`config.mk`:
```
export PLATFORM = sky130hd
export DESIGN_NAME = mvau_inp_buf_ctrl
export DESIGN_NICKNAME = d
export VERILOG_FILES = /design/src/rtl/mvau_inp_buf_ctrl_pkg.sv /design/src/rtl/mvau_inp_buf_ctrl_fold_cnt.sv /design/src/rtl/mvau_inp_buf_ctrl.sv
export SDC_FILE = /design/constraint.sdc
export NUM_CORES = 1
export LEC_CHECK = 0
export BUFFER_PORTS_ARGS = -buffer_cell sky130_fd_sc_hd__buf_2
export CORE_MARGIN = 10
export CORE_UTILIZATION = 45
export DETAILED_ROUTE_END_ITERATION = 8
export PLACE_DENSITY = 0.67
export SLEW_MARGIN = 40
export SYNTH_ARGS = -nofsm -noshare
export SYNTH_HDL_FRONTEND = slang
export SYNTH_SLANG_ARGS = --single-unit
```
`constraint.sdc`:
```
create_clock -name clk -period 2 [get_ports clk]
set_input_delay 0.2 -clock clk [delete_from_list [all_inputs] [get_ports clk]]
set_output_delay 0.2 -clock clk [all_outputs]
set_load 0.05 [all_outputs]
```
`src/rtl/mvau_inp_buf_ctrl_pkg.sv`:
```
// Shared definitions for the MVAU input-buffer sequencer and its fold counter.
package mvau_inp_buf_ctrl_pkg;

    // WR: first pass, consuming input beats; RD: replay passes from the buffer.
    typedef enum logic {
        WR = 1'b0,
        RD = 1'b1
    } inp_buf_state_t;

    // Counter width for a modulus n, never narrower than one bit.
    function automatic int cnt_width(input int n);
        return (n > 1) ? $clog2(n) : 1;
    endfunction

endpackage

```
`src/rtl/mvau_inp_buf_ctrl_fold_cnt.sv`:
```
// Two-level wrap counter: inner synapse fold (SF) carrying into outer neuron fold (NF).
module mvau_fold_cnt
    import mvau_inp_buf_ctrl_pkg::*;
#(
    parameter  int SF   = 16,
    parameter  int NF   = 4,
    localparam int SF_W = cnt_width(SF),
    localparam int NF_W = cnt_width(NF)
) (
    input  logic            clk,
    input  logic            rst,
    input  logic            en,
    output logic [SF_W-1:0] sf_cnt,
    output logic [NF_W-1:0] nf_cnt,
    output logic            sf_last_c,
    output logic            nf_last_c
);

    localparam logic [SF_W-1:0] SF_MAX = SF_W'(SF - 1);
    localparam logic [NF_W-1:0] NF_MAX = NF_W'(NF - 1);

    assign sf_last_c = (sf_cnt == SF_MAX);
    assign nf_last_c = (nf_cnt == NF_MAX);

    // NOTE: state registers use non-blocking assignments so every flop samples pre-edge values.
    always_ff @(posedge clk) begin
        if (rst) begin
            sf_cnt <= '0;
            nf_cnt <= '0;
        end else if (en) begin
            if (sf_last_c) begin
                sf_cnt <= '0;
                nf_cnt <= nf_last_c ? '0 : nf_cnt + 1'b1;
            end else begin
                sf_cnt <= sf_cnt + 1'b1;
            end
        end
    end

endmodule

```
`src/rtl/mvau_inp_buf_ctrl.sv`:
```
// Sequencer for the MVAU stream input buffer: write-through first pass, NF-1 replays,
// and a 1-deep valid/ready output stage carrying the fold markers.
module mvau_inp_buf_ctrl
    import mvau_inp_buf_ctrl_pkg::*;
#(
    parameter int SF       = 16,
    parameter int NF       = 4,
    parameter int BUF_ADDR = 4
) (
    input  logic                clk,
    input  logic                rst,
    input  logic                in_v,
    output logic                in_rdy,
    output logic                buf_wr_en,
    output logic                buf_rd_en,
    output logic [BUF_ADDR-1:0] buf_addr,
    output logic                out_v,
    input  logic                out_rdy,
    output logic                sf_last,
    output logic                nf_last,
    output logic                busy
);

    localparam int SF_W = cnt_width(SF);
    localparam int NF_W = cnt_width(NF);

    inp_buf_state_t      state, next_state;
    logic [SF_W-1:0]     sf_cnt;
    logic [NF_W-1:0]     nf_cnt;
    logic                sf_last_c, nf_last_c;
    logic                issue_ok, issue;
    logic [BUF_ADDR-1:0] last_addr;

    mvau_fold_cnt #(
        .SF (SF),
        .NF (NF)
    ) u_fold_cnt (
        .clk       (clk),
        .rst       (rst),
        .en        (issue),
        .sf_cnt    (sf_cnt),
        .nf_cnt    (nf_cnt),
        .sf_last_c (sf_last_c),
        .nf_last_c (nf_last_c)
    );

    assign issue_ok = !out_v || out_rdy;

    always_ff @(posedge clk) begin
        if (rst) state <= WR;
        else     state <= next_state;
    end

    // NOTE: every output gets a default first so no path through this block infers a latch.
    always_comb begin
        next_state = state;
        in_rdy     = 1'b0;
        issue      = 1'b0;
        buf_wr_en  = 1'b0;
        buf_rd_en  = 1'b0;
        buf_addr   = last_addr;
        if (!rst) begin
            case (state)
                WR: begin
                    in_rdy = issue_ok;
                    issue  = in_v && issue_ok;
                    if (issue && sf_last_c && NF > 1) next_state = RD;
                end
                RD: begin
                    issue = issue_ok;
                    if (issue && sf_last_c && nf_last_c) next_state = WR;
                end
                default: next_state = WR;
            endcase
            if (issue) begin
                buf_wr_en = (state == WR);
                buf_rd_en = (state == RD);
                buf_addr  = BUF_ADDR'(sf_cnt);
            end else begin
                // Re-read the held entry so the buffer output stays stable under backpressure.
                buf_rd_en = 1'b1;
            end
        end
    end

    always_ff @(posedge clk) begin
        if (rst) begin
            last_addr <= '0;
            out_v     <= 1'b0;
            sf_last   <= 1'b0;
            nf_last   <= 1'b0;
        end else begin
            if (issue) begin
                last_addr <= BUF_ADDR'(sf_cnt);
                sf_last   <= sf_last_c;
                nf_last   <= nf_last_c;
                out_v     <= 1'b1;
            end else if (out_rdy) begin
                out_v     <= 1'b0;
            end
        end
    end

    assign busy = (sf_cnt != '0) || (nf_cnt != '0) || out_v;

endmodule
```
## Word level (Yosys, flattened, before mapping)

Cells that the tools add are included.

- Flip-flop bits (word level): 14
- Input port bits: 4
- Output and inout bits: 11

- Add/sub/neg operators: 2
- Equality and inequality tests: 2
- Muxes and demuxes: 18
- Bitwise operators: 1
- Reduce and logical (&&, ||, !) cells: 12

Operator list:

| operator | count |
|---|---|
| $mux 1 | 12 |
| $mux 4 | 3 |
| $add 4x1->4 const B | 1 |
| $eq 4x4->1 const B | 1 |
| $logic_and 1x1->1 | 4 |
| $pmux 1 s2 | 2 |
| $reduce_bool 2->1 | 2 |
| $reduce_bool 4->1 | 1 |
| $logic_or 1x1->1 | 3 |
| $add 2x1->2 const B | 1 |
| $eq 2x2->1 const B | 1 |
| $mux 2 | 1 |
| $reduce_and 2->1 | 1 |
| $logic_not 1->1 | 1 |
| $not 1->1 | 1 |

## Logic depth before layout (Yosys ltp)

Gate-level depths: netlist (run 1).

- Depth after elaboration: 7
- Depth in mapped cells: 4
- Gate-level depth less buffers: 4

## Modules after synthesis

A second synthesis (run 1) with hierarchy kept.

- Cells, all modules: 77
- Area total of the unflattened synthesis: 685.7 um2

By module, submodules not included:

| module | instances | cells each | area each (um2) |
|---|---|---|---|
| mvau_inp_buf_ctrl | 1 | 50 | 419.2 |
| mvau_fold_cnt | 1 | 27 | 266.5 |

## Least setup slack after synthesis (run 1)

Ideal clock, no wire load.

- Path kind: flip-flop to output port
- From: register out_v
- To: output in_rdy
- Data arrival time: 1.916 ns
- Required time: 1.800 ns
- Path slack: -0.116 ns
- Cell stages (with the launch flop): 4
- Buffers on the path: 1
- Cells stage by stage: dfxtp_1 -> nor2b_4 -> buf_2 -> nor3_1

- Longest elaborated chain between the ends: 4

RTL lines:

| what | line | source |
|---|---|---|
| start: declaration | mvau_inp_buf_ctrl.sv:17 | `output logic out_v,` |
| start signal: assignment | mvau_inp_buf_ctrl.sv:89 | `out_v <= 1'b0;` |
| start signal: assignment | mvau_inp_buf_ctrl.sv:97 | `out_v <= 1'b1;` |
| start signal: assignment | mvau_inp_buf_ctrl.sv:99 | `out_v <= 1'b0;` |
| $logic_not 1->1 | mvau_inp_buf_ctrl.sv:47 | `assign issue_ok = !out_v \|\| out_rdy;` |
| $logic_or 1x1->1 | mvau_inp_buf_ctrl.sv:47 |  |
| $mux 1 | mvau_inp_buf_ctrl.sv:63 | `case (state)` |
| $mux 1 | mvau_inp_buf_ctrl.sv:62 | `if (!rst) begin` |
| end: declaration | mvau_inp_buf_ctrl.sv:13 | `output logic in_rdy,` |

No other way between the ends.

## Worst setup path in the final report (run 1)

- From: register out_v
- To: output buf_addr[3]

- Longest elaborated chain between the ends: 7

RTL lines:

| what | line | source |
|---|---|---|
| $logic_not 1->1 * | mvau_inp_buf_ctrl.sv:47 |  |
| $logic_or 1x1->1 * | mvau_inp_buf_ctrl.sv:47 |  |
| $logic_and 1x1->1 | mvau_inp_buf_ctrl.sv:66 | `issue = in_v && issue_ok;` |
| $pmux 1 s2 * | mvau_inp_buf_ctrl.sv:63 |  |
| $mux 1 * | mvau_inp_buf_ctrl.sv:62 |  |
| $mux 4 * | mvau_inp_buf_ctrl.sv:75 | `if (issue) begin` |
| $mux 4 * | mvau_inp_buf_ctrl.sv:62 |  |
| end: declaration | mvau_inp_buf_ctrl.sv:16 | `output logic [BUF_ADDR-1:0] buf_addr,` |

Mark *: on every way between the ends. The rest lies on a longest branch, timed or not. The select of a mux whose other input is x is not followed.

==> impl_results.rst, run 1 <==
.. list-table::
   :header-rows: 1

   * - Metric
     - Value
   * - Total track usage
     - 10.27%
   * - Largest vdd supply drop
     - 0.3406 mV
   * - Most instantiated flip-flop cell in the synthesis netlist
     - sky130_fd_sc_hd__dfxtp_1
   * - Detailed-routing iteration count for the pre-antenna-repair pass
     - 4
   * - RSZ-0062 raised after global routing
     - no
   * - Net Sw Power
     - 0.0001765 W
   * - Cell type with the largest total area after synthesis
     - sky130_fd_sc_hd__dfxtp_1
   * - Last weighted congestion value of the routability-driven placer
     - 0.7890
   * - Count of unique library cells instantiated by Yosys
     - 31
   * - Via count
     - 730
   * - Average size of a mapped cell
     - 8.282 µm²
   * - Part of the power in the clock network
     - 28.2%
   * - Worst Clk Skew
     - 0.009033 ns
   * - Delay contributed by the slowest stage of the critical path
     - 0.37 ns
   * - Final worst path period need
     - 1.902 ns
   * - Die Height
     - 61.15 µm
   * - Launching element of the worst setup path
     - out_v$_SDFFE_PP0P_
   * - Switching power as a share of total power
     - 31.30%
   * - Crit Reg-Reg Endpoint
     - u_fold_cnt.nf_cnt[0]$_SDFFE_PP0P_
   * - Worst Path Max Fanout
     - 11
   * - Final-report max-slew violation count
     - 0
   * - Placeable Area
     - 1559 µm²
   * - Die boundary width
     - 61.15 µm
   * - Hold buffer count at CTS
     - 0
   * - WHS Path Cells
     - 2
   * - Initial Util
     - 48.88%
   * - Antenna violation net count after detailed routing
     - 0
   * - R2R setup slack
     - 0.58 ns
   * - Clk sink count
     - 14
   * - Worst-case headroom to the max-slew limit
     - 72.06%
   * - Area grow syn2layout
     - 16.58%
   * - Largest delay share family, worst path
     - simple AND/OR/NAND/NOR gates
   * - Detailed Place HPWL
     - 1.268 mm
   * - Share of the cycle needed by the critical path after routing
     - 95.09%
   * - Slowest stage cell on the critical path
     - sky130_fd_sc_hd__mux2_2
   * - Endpoint with the worst hold slack
     - state$_SDFF_PP0_
   * - Drt first-iter violations
     - 25
   * - Critical Path Sink Type
     - primary output
   * - Flop pwr share
     - 51.7%
   * - Drc violations
     - 0
   * - Clock latency reported for the late side of the worst-skew pair
     - 0.28 ns
   * - Area of the die
     - 3739 µm²
   * - TritonCTS Buffers
     - 3
   * - Filler cell count in the final layout
     - 156
   * - Chain of cells forming the critical path
     - nor2b_4 > nor3_2 > mux2_2 > buf_2
   * - Maximum buffer depth of the clock tree
     - 2
   * - Least setup slack across all paths after layout
     - 0.09828 ns
   * - Type of the most critical hold path
     - primary input to flip-flop
   * - Clk pin slew, worst setup/hold paths
     - 0.09 ns
   * - Final hold violations
     - 0
   * - Via/cell ratio
     - 5.935
   * - Boundary pin count
     - 15
   * - Number of synthesized register bits
     - 14
   * - H-tree lvl count
     - 1
   * - Total Wirelength
     - 1.822 mm
   * - Final Net Count
     - 117
   * - Number of nets in the synthesized netlist
     - 100
   * - Finish-stage setup viols
     - 0
   * - Number of inserted diodes
     - 0
   * - Logic depth of the worst setup path including buffers
     - 4
   * - Setup CP Type
     - flip-flop to primary output
   * - Number of standard-cell rows in the floorplan
     - 14
   * - Wire length of the first global-routing pass
     - 2.953 mm
   * - Top achievable clock speed
     - 525.8 MHz
   * - Status
     - finished clean
   * - CTS Root Buffer Type
     - sky130_fd_sc_hd__clkbuf_4
   * - Layout cells sized above 1
     - 27.10%
   * - Design internal power
     - 0.0003874 W
   * - Vias in the first global route
     - 663
   * - TritonCTS clock tree
     - done
   * - Start point of the worst min-delay path
     - in_v
   * - Static leakage power
     - 0.3814 nW
   * - Top post-synthesis cells by area
     - sky130_fd_sc_hd__dfxtp_1 (37%), sky130_fd_sc_hd__nand3_1 (7.9%), sky130_fd_sc_hd__a21oi_1 (6.6%)
   * - Share of power burned in combinational logic
     - 20.1%
   * - PwrDens
     - 634.7 nW/µm²
   * - WP buf/inv
     - 1
   * - Transition time at the pin with the least slew margin
     - 0.4191 ns
   * - Maximum number of pins on one net before global-route repair
     - 19
   * - Gate count of the mapped netlist
     - 92
   * - Ys async rst share
     - 0%
   * - Post-route setup TNS
     - 0 ns
   * - Gr ovfl total
     - 0
   * - Startpoint types
     - flip-flop
   * - Critical path data arrival time
     - 1.70 ns
   * - DR WL/cell
     - 14.81 µm
   * - Worst setup slack before clock tree synthesis
     - 0.3878 ns
   * - Required time of the critical path
     - 1.80 ns
   * - Syn. warnings
     - 0
   * - EDFF count, synth
     - 0
   * - Critical register-to-register path startpoint
     - u_fold_cnt.sf_cnt[0]$_SDFFE_PP0P_
   * - Max-capacitance violation count
     - 0
   * - Initial antenna violation count
     - 0
   * - Number of cells on the worst reg-to-reg path
     - 4
   * - Share of the yosys chip area belonging to registers
     - 36.78%
   * - Share of the synthesized area in the top cell type
     - 36.78%
   * - Combined area of all synthesized cells
     - 762.0 µm²
   * - Number of input and output port buffers inserted
     - 14
[metal layers]
layer  GRT usage [%]  share of wire, %  vias up
met1           12.06                43      335
met2           16.12                47       32
met5               0                 0        -
met3           3.086               9.1        2
li1                -                 -      361
met4           6.189              0.66        0
[registers in the layout, summed over array words and instances (netlist names)]
signal             flops
last_addr              4
u_fold_cnt.sf_cnt      4
u_fold_cnt.nf_cnt      2
nf_last                1
out_v                  1
sf_last                1
state                  1
[cells in the final DEF, fill, tap and decap left out, types with 3 or more instances in the layout]
| cell | synthesis | final |
|---|---|---|
| sky130_fd_sc_hd__mux2_1 | 3 | 3 |
| sky130_fd_sc_hd__ha_1 | 4 | 4 |
| sky130_fd_sc_hd__buf_2 | 5 | 14 |
| sky130_fd_sc_hd__a21oi_1 | 10 | 9 |
| sky130_fd_sc_hd__clkbuf_4 | 0 | 3 |
| sky130_fd_sc_hd__nand3_1 | 12 | 12 |
| sky130_fd_sc_hd__nor2_1 | 3 | 3 |
| sky130_fd_sc_hd__inv_1 | 6 | 6 |
| sky130_fd_sc_hd__dfxtp_1 | 14 | 14 |
| sky130_fd_sc_hd__buf_4 | 0 | 5 |
| sky130_fd_sc_hd__o21ai_1 | 8 | 8 |
[what timing repair did]
action	CTS	global route
setup endpoints to repair	0	4
gates resized for setup	0	0
hold endpoints to repair	0	0
buffers inserted	0	3
[worst register-to-register path, delay by kind of cell, from the launching register on]
kind,cells,cell delay (ns)
AO/OA/AOI/OAI,1,0.25
adder cells (fa/ha/maj),1,0.26
AND/OR/NAND/NOR,2,0.39
flip-flops,1,0.43
[area by class of cell]
cell class | count | area (µm²) | area share [%]
well taps | 16 | 20.02 | 2.254
clock buffers | 3 | 22.52 | 2.535
inverters | 6 | 22.52 | 2.535
multi-input cells | 65 | 435.4 | 49.01
flip-flops and latches | 14 | 280.3 | 31.55
repair buffers | 19 | 107.6 | 12.11
[worst max-delay path by stage]
stage / endpoint / slack, ns
6_report: buf_addr[3] / 0.1
3_3_place_gp: buf_addr[0] / 0.40
4_1_cts: buf_addr[3] / 0.07
3_5_place_dp: buf_addr[3] / 0.39
2_1_floorplan: buf_addr[1] / 0.25
5_1_grt: buf_addr[0] / 0.01
[stage by stage]
| step | std cells | instance area [µm²] | utilization, % | total power, W | hold slack [ns] |
|---|---|---|---|---|---|
| after floorplan | 92 | 770.7 | - | 0.0003807 | 0.3272 |
| after global placement | 117 | 843.3 | 54.09 | 0.0004069 | 0.4663 |
| after detailed placement | 117 | 843.3 | 54.09 | 0.0004075 | 0.4712 |
| after CTS | 120 | 865.8 | 55.54 | 0.0005667 | 0.2448 |
| after global routing | 123 | 888.4 | 56.98 | 0.0005923 | 0.2602 |
| final | 123 | 888.4 | 56.98 | 0.0005639 | 0.2506 |
[synthesized netlist by cell type, types with 2 or more instances]
cell type,n
sky130_fd_sc_hd__inv_1,6
sky130_fd_sc_hd__nand3_1,12
sky130_fd_sc_hd__nor2_1,3
sky130_fd_sc_hd__nand4_1,2
sky130_fd_sc_hd__dfxtp_1,14
sky130_fd_sc_hd__ha_1,4
sky130_fd_sc_hd__o21ai_1,8
sky130_fd_sc_hd__mux2_1,3
sky130_fd_sc_hd__and3_1,2
sky130_fd_sc_hd__nor3_1,3
sky130_fd_sc_hd__mux2_2,2
sky130_fd_sc_hd__a21oi_1,10
sky130_fd_sc_hd__buf_2,5
[power groups by stage]
stage | clock network [W] | registers, W | logic [W]
finish | 0.000159 | 0.000292 | 0.000113
global route | 0.000178 | 0.000293 | 0.000122
CTS | 0.000165 | 0.000292 | 0.000110
detailed placement | 0 | 0.000299 | 0.000109
global placement | 0 | 0.000298 | 0.000109
floorplan | 0 | 0.000301 | 0.0000797
[cells by family (layout without fill, tap and decap cells)]
| family | Yosys count | after routing | synth area share [%] |
|---|---|---|---|
| compound gates | 24 | 24 | 17.90 |
| fa+ha+maj | 4 | 4 | 6.568 |
| buf+inv | 13 | 28 | 7.223 |
| flops | 14 | 14 | 36.78 |
| mux | 5 | 5 | 7.389 |
| simple gates | 32 | 32 | 24.14 |
(Power assumes the default switching activity.)
==> inputs of run 2 (changes only) <==
- CELL_PAD_IN_SITES_DETAIL_PLACEMENT: not set -> 0
- CELL_PAD_IN_SITES_GLOBAL_PLACEMENT: not set -> 1
- CORE_UTILIZATION: 45 -> 41
- PLACE_DENSITY: 0.67 -> not set
- PLACE_DENSITY_LB_ADDON: not set -> 0.1
- REMOVE_ABC_BUFFERS: not set -> 1
==> run 2 against run 1 <==
  * Count of clock-buffer cells in the layout increased by 1
  * Wire length increased by 0.77%
  * Core utilization decreased by 6.0 points
  * Global-route usage decreased by 0.63 points
  * Critical path depth unchanged
  * Register-to-register slack got worse by 0.02 ns
  * Total power increased by 8.6%
  * Sequential power about the same
  * Hold slack got worse by 0.041 ns
  * Cell count increased by 6.5%
==> impl_results.rst, run 2 (synthesized netlist as in run 1, its figures left out) <==
.. list-table::
   :header-rows: 1

   * - Metric
     - Value
   * - Max-capacitance violation count
     - 0 (unchanged)
   * - Number of standard-cell rows in the floorplan
     - 15 (+1)
   * - Clk sink count
     - 14 (unchanged)
   * - Number of input and output port buffers inserted
     - 14 (unchanged)
   * - Clock latency reported for the late side of the worst-skew pair
     - 0.28 ns (about the same)
   * - Detailed-routing iteration count for the pre-antenna-repair pass
     - 4 (unchanged)
   * - Via count
     - 692 (-5.2%)
   * - TritonCTS Buffers
     - 3 (unchanged)
   * - Top achievable clock speed
     - 528.2 MHz (+0.44%)
   * - Design Power
     - 0.0006121 W (+8.6%)
   * - Hold buffer count at CTS
     - 0 (unchanged)
   * - Total track usage
     - 9.644% (-0.63 points)
   * - Type of the most critical hold path
     - primary input to flip-flop
   * - Drt first-iter violations
     - 20 (-20%)
   * - Critical path data arrival time
     - 1.69 ns (about the same)
   * - Post-CTS sizing
     - 0 (unchanged)
   * - Area of the multi-input gates
     - 426.7 µm² (-2.0%)
   * - Antenna violation net count after detailed routing
     - 0 (unchanged)
   * - Startpoint types
     - flip-flop
   * - Required time of the critical path
     - 1.80 ns (about the same)
   * - Gr ovfl total
     - 0 (unchanged)
   * - Transition time at the pin with the least slew margin
     - 0.4078 ns (-0.01130 ns)
   * - Last weighted congestion value of the routability-driven placer
     - 0.7606 (-3.6%)
   * - Via/cell ratio
     - 5.282 (-11%)
   * - Initial antenna violation count
     - 0 (unchanged)
   * - RSZ-0062 raised after global routing
     - no
   * - Vias in the first global route
     - 701 (+5.7%)
   * - DR WL/cell
     - 14.02 µm (-5.4%)
   * - Critical Path Sink Type
     - primary output
   * - Detailed Place HPWL
     - 1.335 mm (+5.3%)
   * - Post-route setup TNS
     - 0 ns (unchanged)
   * - Final worst hold slack
     - 0.2092 ns (-0.04139 ns)
   * - Post-layout util
     - 50.97% (-6.0 points)
   * - Worst-case headroom to the max-slew limit
     - 72.81% (+0.75 points)
   * - Commonest non-fill, non-tap cells in the layout
     - sky130_fd_sc_hd__buf_2 (14), sky130_fd_sc_hd__dfxtp_1 (14), sky130_fd_sc_hd__nand3_1 (12), sky130_fd_sc_hd__a21oi_1 (10), sky130_fd_sc_hd__o21ai_1 (8)
   * - Placeable Area
     - 1745 µm² (+12%)
   * - Die Height
     - 63.11 µm (+3.2%)
   * - Largest vdd supply drop
     - 0.3594 mV (+5.5%)
   * - Final worst path period need
     - 1.893 ns (-0.008331 ns)
   * - Filler cell count in the final layout
     - 181 (+16%)
   * - Regs by FF count
     - last_addr (4), u_fold_cnt.sf_cnt (4), u_fold_cnt.nf_cnt (2)
   * - Post-CTS Setup Bufs
     - 0 (unchanged)
   * - Post-Place Cell Area
     - 853.3 µm² (+1.2%)
   * - Worst Path Max Fanout
     - 8 (-3)
   * - Area grow syn2layout
     - 16.75%
   * - Maximum buffer depth of the clock tree
     - 2 (unchanged)
   * - Static leakage power
     - 0.3766 nW (-1.3%)
   * - Final-report max-slew violation count
     - 0 (unchanged)
   * - Drc violations
     - 0 (unchanged)
   * - Status
     - finished clean
   * - Total Wirelength
     - 1.836 mm (+0.77%)
   * - Die boundary width
     - 63.11 µm (+3.2%)
   * - TritonCTS clock tree
     - done
   * - Final Net Count
     - 115 (-1.7%)
   * - Initial Util
     - 43.66% (-5.2 points)
   * - Boundary pin count
     - 15 (unchanged)
   * - Worst Clk Skew
     - 0.006264 ns (-0.002768 ns)
   * - Maximum number of pins on one net before global-route repair
     - 19 (unchanged)
   * - Clk pin slew, worst setup/hold paths
     - 0.10 ns (about the same)
   * - PwrDens
     - 688.1 nW/µm² (+8.4%)
   * - CTS Root Buffer Type
     - sky130_fd_sc_hd__clkbuf_4
   * - Setup CP Type
     - flip-flop to primary output
   * - Wire length of the first global-routing pass
     - 3.201 mm (+8.4%)
   * - Post-Layout Inst Area
     - 889.6 µm² (+0.14%)
   * - Final hold violations
     - 0 (unchanged)
   * - H-tree lvl count
     - 1 (unchanged)
   * - Share of the cycle needed by the critical path after routing
     - 94.67% (-0.42 points)
   * - Area of the die
     - 3983 µm² (+6.5%)
   * - Layout cells sized above 1
     - 24.53% (-2.6 points)
   * - Number of inserted diodes
     - 0 (unchanged)
   * - Reg area
     - 280.3 µm² (unchanged)
   * - Finish-stage setup viols
     - 0 (unchanged)
run 2: cell count changes in the layout (fill, tap and decap cells not counted), sizes merged:
| cell | delta |
|---|---|
| buf | -2 |
| clkbuf | +1 |
run 2: report_power, final:
part,internal (W),switching (W)
Clock,0.000111,0.000101
Sequential,0.000285,0.00000720
Combinational,0.0000302,0.0000781
Total,0.000426,0.000186
run 2: worst paths after layout:
check	start	to	slack, ns	depth (start not counted)
setup reg to reg	u_fold_cnt.sf_cnt[0]$_SDFFE_PP0P_	u_fold_cnt.nf_cnt[0]$_SDFFE_PP0P_	0.56	4
hold / removal	in_v	out_v$_SDFFE_PP0P_	0.21	3
setup / recovery	out_v$_SDFFE_PP0P_	buf_addr[0]	0.11	4
hold reg to reg	last_addr[0]$_SDFFE_PP0P_	last_addr[0]$_SDFFE_PP0P_	0.48	2
run 2: cell type report:
cell class / instances / area share, %
Timing Repair Buffer: 17 / 10.41
Inverter: 6 / 2.532
Sequential cell: 14 / 31.50
Multi-Input combinational cell: 65 / 47.96
Clock buffer: 4 / 4.079
Tap cell: 25 / 3.516
run 2: stage by stage:
step	setup WS, ns	std cells
2_1_floorplan	-0.1353	85
3_3_place_gp	0.4407	127
3_5_place_dp	0.4243	127
4_1_cts	0.09874	131
5_1_grt	0.02732	131
6_report	0.1066	131
run 2: worst max-delay path, stage by stage, from the launching register on:
cell	delay (ns)
sky130_fd_sc_hd__dfxtp_1	0.34
sky130_fd_sc_hd__nor2b_4	0.16
sky130_fd_sc_hd__nor3_2	0.32
sky130_fd_sc_hd__mux2_2	0.38
sky130_fd_sc_hd__buf_2	0.21
run 2: layer usage:
metal | wire [µm] | global-route usage [%] | vias up | part of all wire (%)
met5 | 0 | 0 | - | 0
met2 | 813 | 13.96 | 15 | 44
li1 | - | - | 359 | -
met1 | 926 | 12.36 | 316 | 50
met4 | 15 | 4.469 | 0 | 0.82
met3 | 80 | 3.357 | 2 | 4.4
==> inputs of run 3 (changes only) <==
- CORE_UTILIZATION: 41 -> 40
==> run 3 against run 2 <==
  * Count of clock-buffer cells in the layout fell by 1
  * Largest cell class unchanged
  * Combinational power is 6% higher
  * Highest routed layer unchanged
  * Setup slack worse by 0.011 ns
  * Sequential cell count stayed put
  * Die area up 1.7%
  * Critical path depth did not move
  * Register-to-register slack better by 0.03 ns
  * Clock power fell by 23%
  * Critical path type unchanged
  * Wire length rose by 2.0%
  * Global-route usage down 0.21 points
  * Total power decreased by 7.1%
==> impl_results.rst, run 3 (synthesized netlist as in run 1, its figures left out) <==
.. list-table::
   :header-rows: 1

   * - Metric
     - Value
   * - Status
     - finished clean
   * - Total track usage
     - 9.431% (-0.21 points)
   * - Detailed-routing iteration count for the pre-antenna-repair pass
     - 4 (unchanged)
   * - Die boundary width
     - 63.65 µm (+0.85%)
   * - Via count
     - 727 (+5.1%)
   * - Reg area
     - 280.3 µm² (unchanged)
   * - Worst Clk Skew
     - 0.005960 ns (-0.0003046 ns)
   * - Final Net Count
     - 116 (+0.87%)
   * - Maximum buffer depth of the clock tree
     - 2 (unchanged)
   * - TritonCTS clock tree
     - done
   * - Critical Path Sink Type
     - primary output
   * - Share of the cycle needed by the critical path after routing
     - 95.23% (+0.56 points)
   * - Number of standard-cell rows in the floorplan
     - 15 (unchanged)
   * - Drc violations
     - 0 (unchanged)
   * - H-tree lvl count
     - 1 (unchanged)
   * - Worst-case headroom to the max-slew limit
     - 70.30% (-2.5 points)
   * - Worst Path Max Fanout
     - 7 (-1)
   * - Via/cell ratio
     - 5.550 (+5.1%)
   * - Antenna violation net count after detailed routing
     - 0 (unchanged)
   * - Number of cells on the worst reg-to-reg path
     - 4 (unchanged)
   * - Area of the multi-input gates
     - 426.7 µm² (unchanged)
   * - Last weighted congestion value of the routability-driven placer
     - 0.7266 (-4.5%)
   * - Detailed Place HPWL
     - 1.307 mm (-2.1%)
   * - Slowest stage cell on the critical path
     - sky130_fd_sc_hd__mux2_2
   * - Clk sink count
     - 14 (unchanged)
   * - Final worst path period need
     - 1.905 ns (+0.01120 ns)
   * - Final worst hold slack
     - 0.2320 ns (+0.02282 ns)
   * - Regs by FF count
     - last_addr (4), u_fold_cnt.sf_cnt (4), u_fold_cnt.nf_cnt (2)
   * - Crit Reg-Reg Endpoint
     - u_fold_cnt.nf_cnt[0]$_SDFFE_PP0P_
   * - Vias in the first global route
     - 635 (-9.4%)
   * - Total Wirelength
     - 1.873 mm (+2.0%)
   * - Logic depth of the worst setup path including buffers
     - 4 (unchanged)
   * - Die Height
     - 63.65 µm (+0.85%)
   * - Commonest non-fill, non-tap cells in the layout
     - sky130_fd_sc_hd__buf_2 (14), sky130_fd_sc_hd__dfxtp_1 (14), sky130_fd_sc_hd__nand3_1 (12), sky130_fd_sc_hd__a21oi_1 (10), sky130_fd_sc_hd__o21ai_1 (8)
   * - Largest delay share family, worst path
     - simple AND/OR/NAND/NOR gates
   * - Static leakage power
     - 0.3779 nW (+0.35%)
   * - Setup CP Type
     - flip-flop to primary output
   * - Critical path data arrival time
     - 1.70 ns (about the same)
   * - TritonCTS Buffers
     - 3 (unchanged)
   * - Chain of cells forming the critical path
     - nor2b_4 > nor3_2 > mux2_2 > buf_2
   * - Startpoint types
     - flip-flop
   * - Launching element of the worst setup path
     - out_v$_SDFFE_PP0P_
   * - Number of inserted diodes
     - 0 (unchanged)
   * - Initial Util
     - 43.19% (-0.46 points)
   * - RSZ-0062 raised after global routing
     - no
   * - Post-layout util
     - 50.78% (-0.19 points)
   * - Gr ovfl total
     - 0 (unchanged)
   * - Worst setup endpoint
     - buf_addr[3]
   * - Layout cells sized above 1
     - 24.53% (unchanged)
   * - Final-report max-slew violation count
     - 0 (unchanged)
   * - Number of input and output port buffers inserted
     - 14 (unchanged)
   * - Filler cell count in the final layout
     - 200 (+10%)
   * - Transition time at the pin with the least slew margin
     - 0.4455 ns (+0.03768 ns)
   * - Hold buffer count at CTS
     - 0 (unchanged)
   * - Final hold violations
     - 0 (unchanged)
   * - PwrDens
     - 634.9 nW/µm² (-7.7%)
   * - Delay contributed by the slowest stage of the critical path
     - 0.38 ns (about the same)
   * - Maximum number of pins on one net before global-route repair
     - 19 (unchanged)
   * - WP buf/inv
     - 1 (unchanged)
   * - DR WL/cell
     - 14.30 µm (+2.0%)
   * - CTS Root Buffer Type
     - sky130_fd_sc_hd__clkbuf_4
   * - Placeable Area
     - 1764 µm² (+1.1%)
   * - Drt first-iter violations
     - 25 (+25%)
   * - Area grow syn2layout
     - 17.57%
   * - Critical register-to-register path startpoint
     - u_fold_cnt.sf_cnt[1]$_SDFFE_PP0P_
   * - Top achievable clock speed
     - 525.0 MHz (-0.59%)
   * - R2R setup slack
     - 0.59 ns (+0.03 ns)
   * - Initial antenna violation count
     - 0 (unchanged)
   * - Required time of the critical path
     - 1.80 ns (about the same)
   * - Clk pin slew, worst setup/hold paths
     - 0.09 ns (about the same)
   * - Wire length of the first global-routing pass
     - 3.091 mm (-3.4%)
   * - Boundary pin count
     - 15 (unchanged)
   * - Max-capacitance violation count
     - 0 (unchanged)
   * - Area of the die
     - 4051 µm² (+1.7%)
   * - Type of the most critical hold path
     - primary input to flip-flop
   * - Largest vdd supply drop
     - 0.3570 mV (-0.67%)
   * - Clock latency reported for the late side of the worst-skew pair
     - 0.28 ns (about the same)
   * - Finish-stage setup viols
     - 0 (unchanged)
==> run 3: where the power goes <==
part / internal, W / switching, W / leakage (nW)
sequential: 0.000285 / 0.00000711 / 0.113
clock: 0.0000698 / 0.0000930 / 0.0138
combinational: 0.0000338 / 0.0000803 / 0.251
==> run 3: layout make-up <==
cell class              count  share of cell area [%]
flip-flops and latches     14                   31.28
multi-input cells          65                   47.63
repair buffers             18                   12.57
clock buffers               3                   2.514
well taps                  25                   3.492
inverters                   6                   2.514
==> run 3: metrics by stage <==
step | setup slack (ns) | cells | total power [W] | instance area (µm²) | setup TNS [ns]
after floorplan | -0.1353 | 85 | 0.0003711 | 729.5 | -0.1353
after global placement | 0.3995 | 126 | 0.0004071 | 845.8 | 0
after detailed placement | 0.3729 | 126 | 0.0004077 | 845.8 | 0
after CTS | 0.04360 | 129 | 0.0005688 | 868.3 | 0
after global routing | 0.004411 | 131 | 0.0005965 | 895.9 | 0
final | 0.09542 | 131 | 0.0005687 | 895.9 | 0
==> run 3: how the worst min path moves through the flow <==
stage / startpoint / slack (ns) / to / cells after the start
detailed placement: last_addr[3]$_SDFFE_PP0P_ / 0.47 / last_addr[3]$_SDFFE_PP0P_ / 2
CTS: in_v / 0.23 / state$_SDFF_PP0_ / 2
global route: in_v / 0.24 / state$_SDFF_PP0_ / 2
global placement: last_addr[1]$_SDFFE_PP0P_ / 0.47 / last_addr[1]$_SDFFE_PP0P_ / 2
finish: in_v / 0.23 / state$_SDFF_PP0_ / 2
floorplan: rst / 0.27 / last_addr[0]$_SDFFE_PP0P_ / 1
==> run 3: timing repair <==
action,4_1_cts,5_1_grt
resized for setup,0,0
setup buffers,0,2
setup endpoints to repair,0,4
==> run 3: routing by layer <==
metal  global-route usage [%]  vias to the layer above  wire (µm)
met1                    12.77                      347        973
met5                        0                        -          0
met4                    4.918                        0         38
met3                    3.887                        4        113
li1                         -                      361          -
met2                    12.06                       15        748
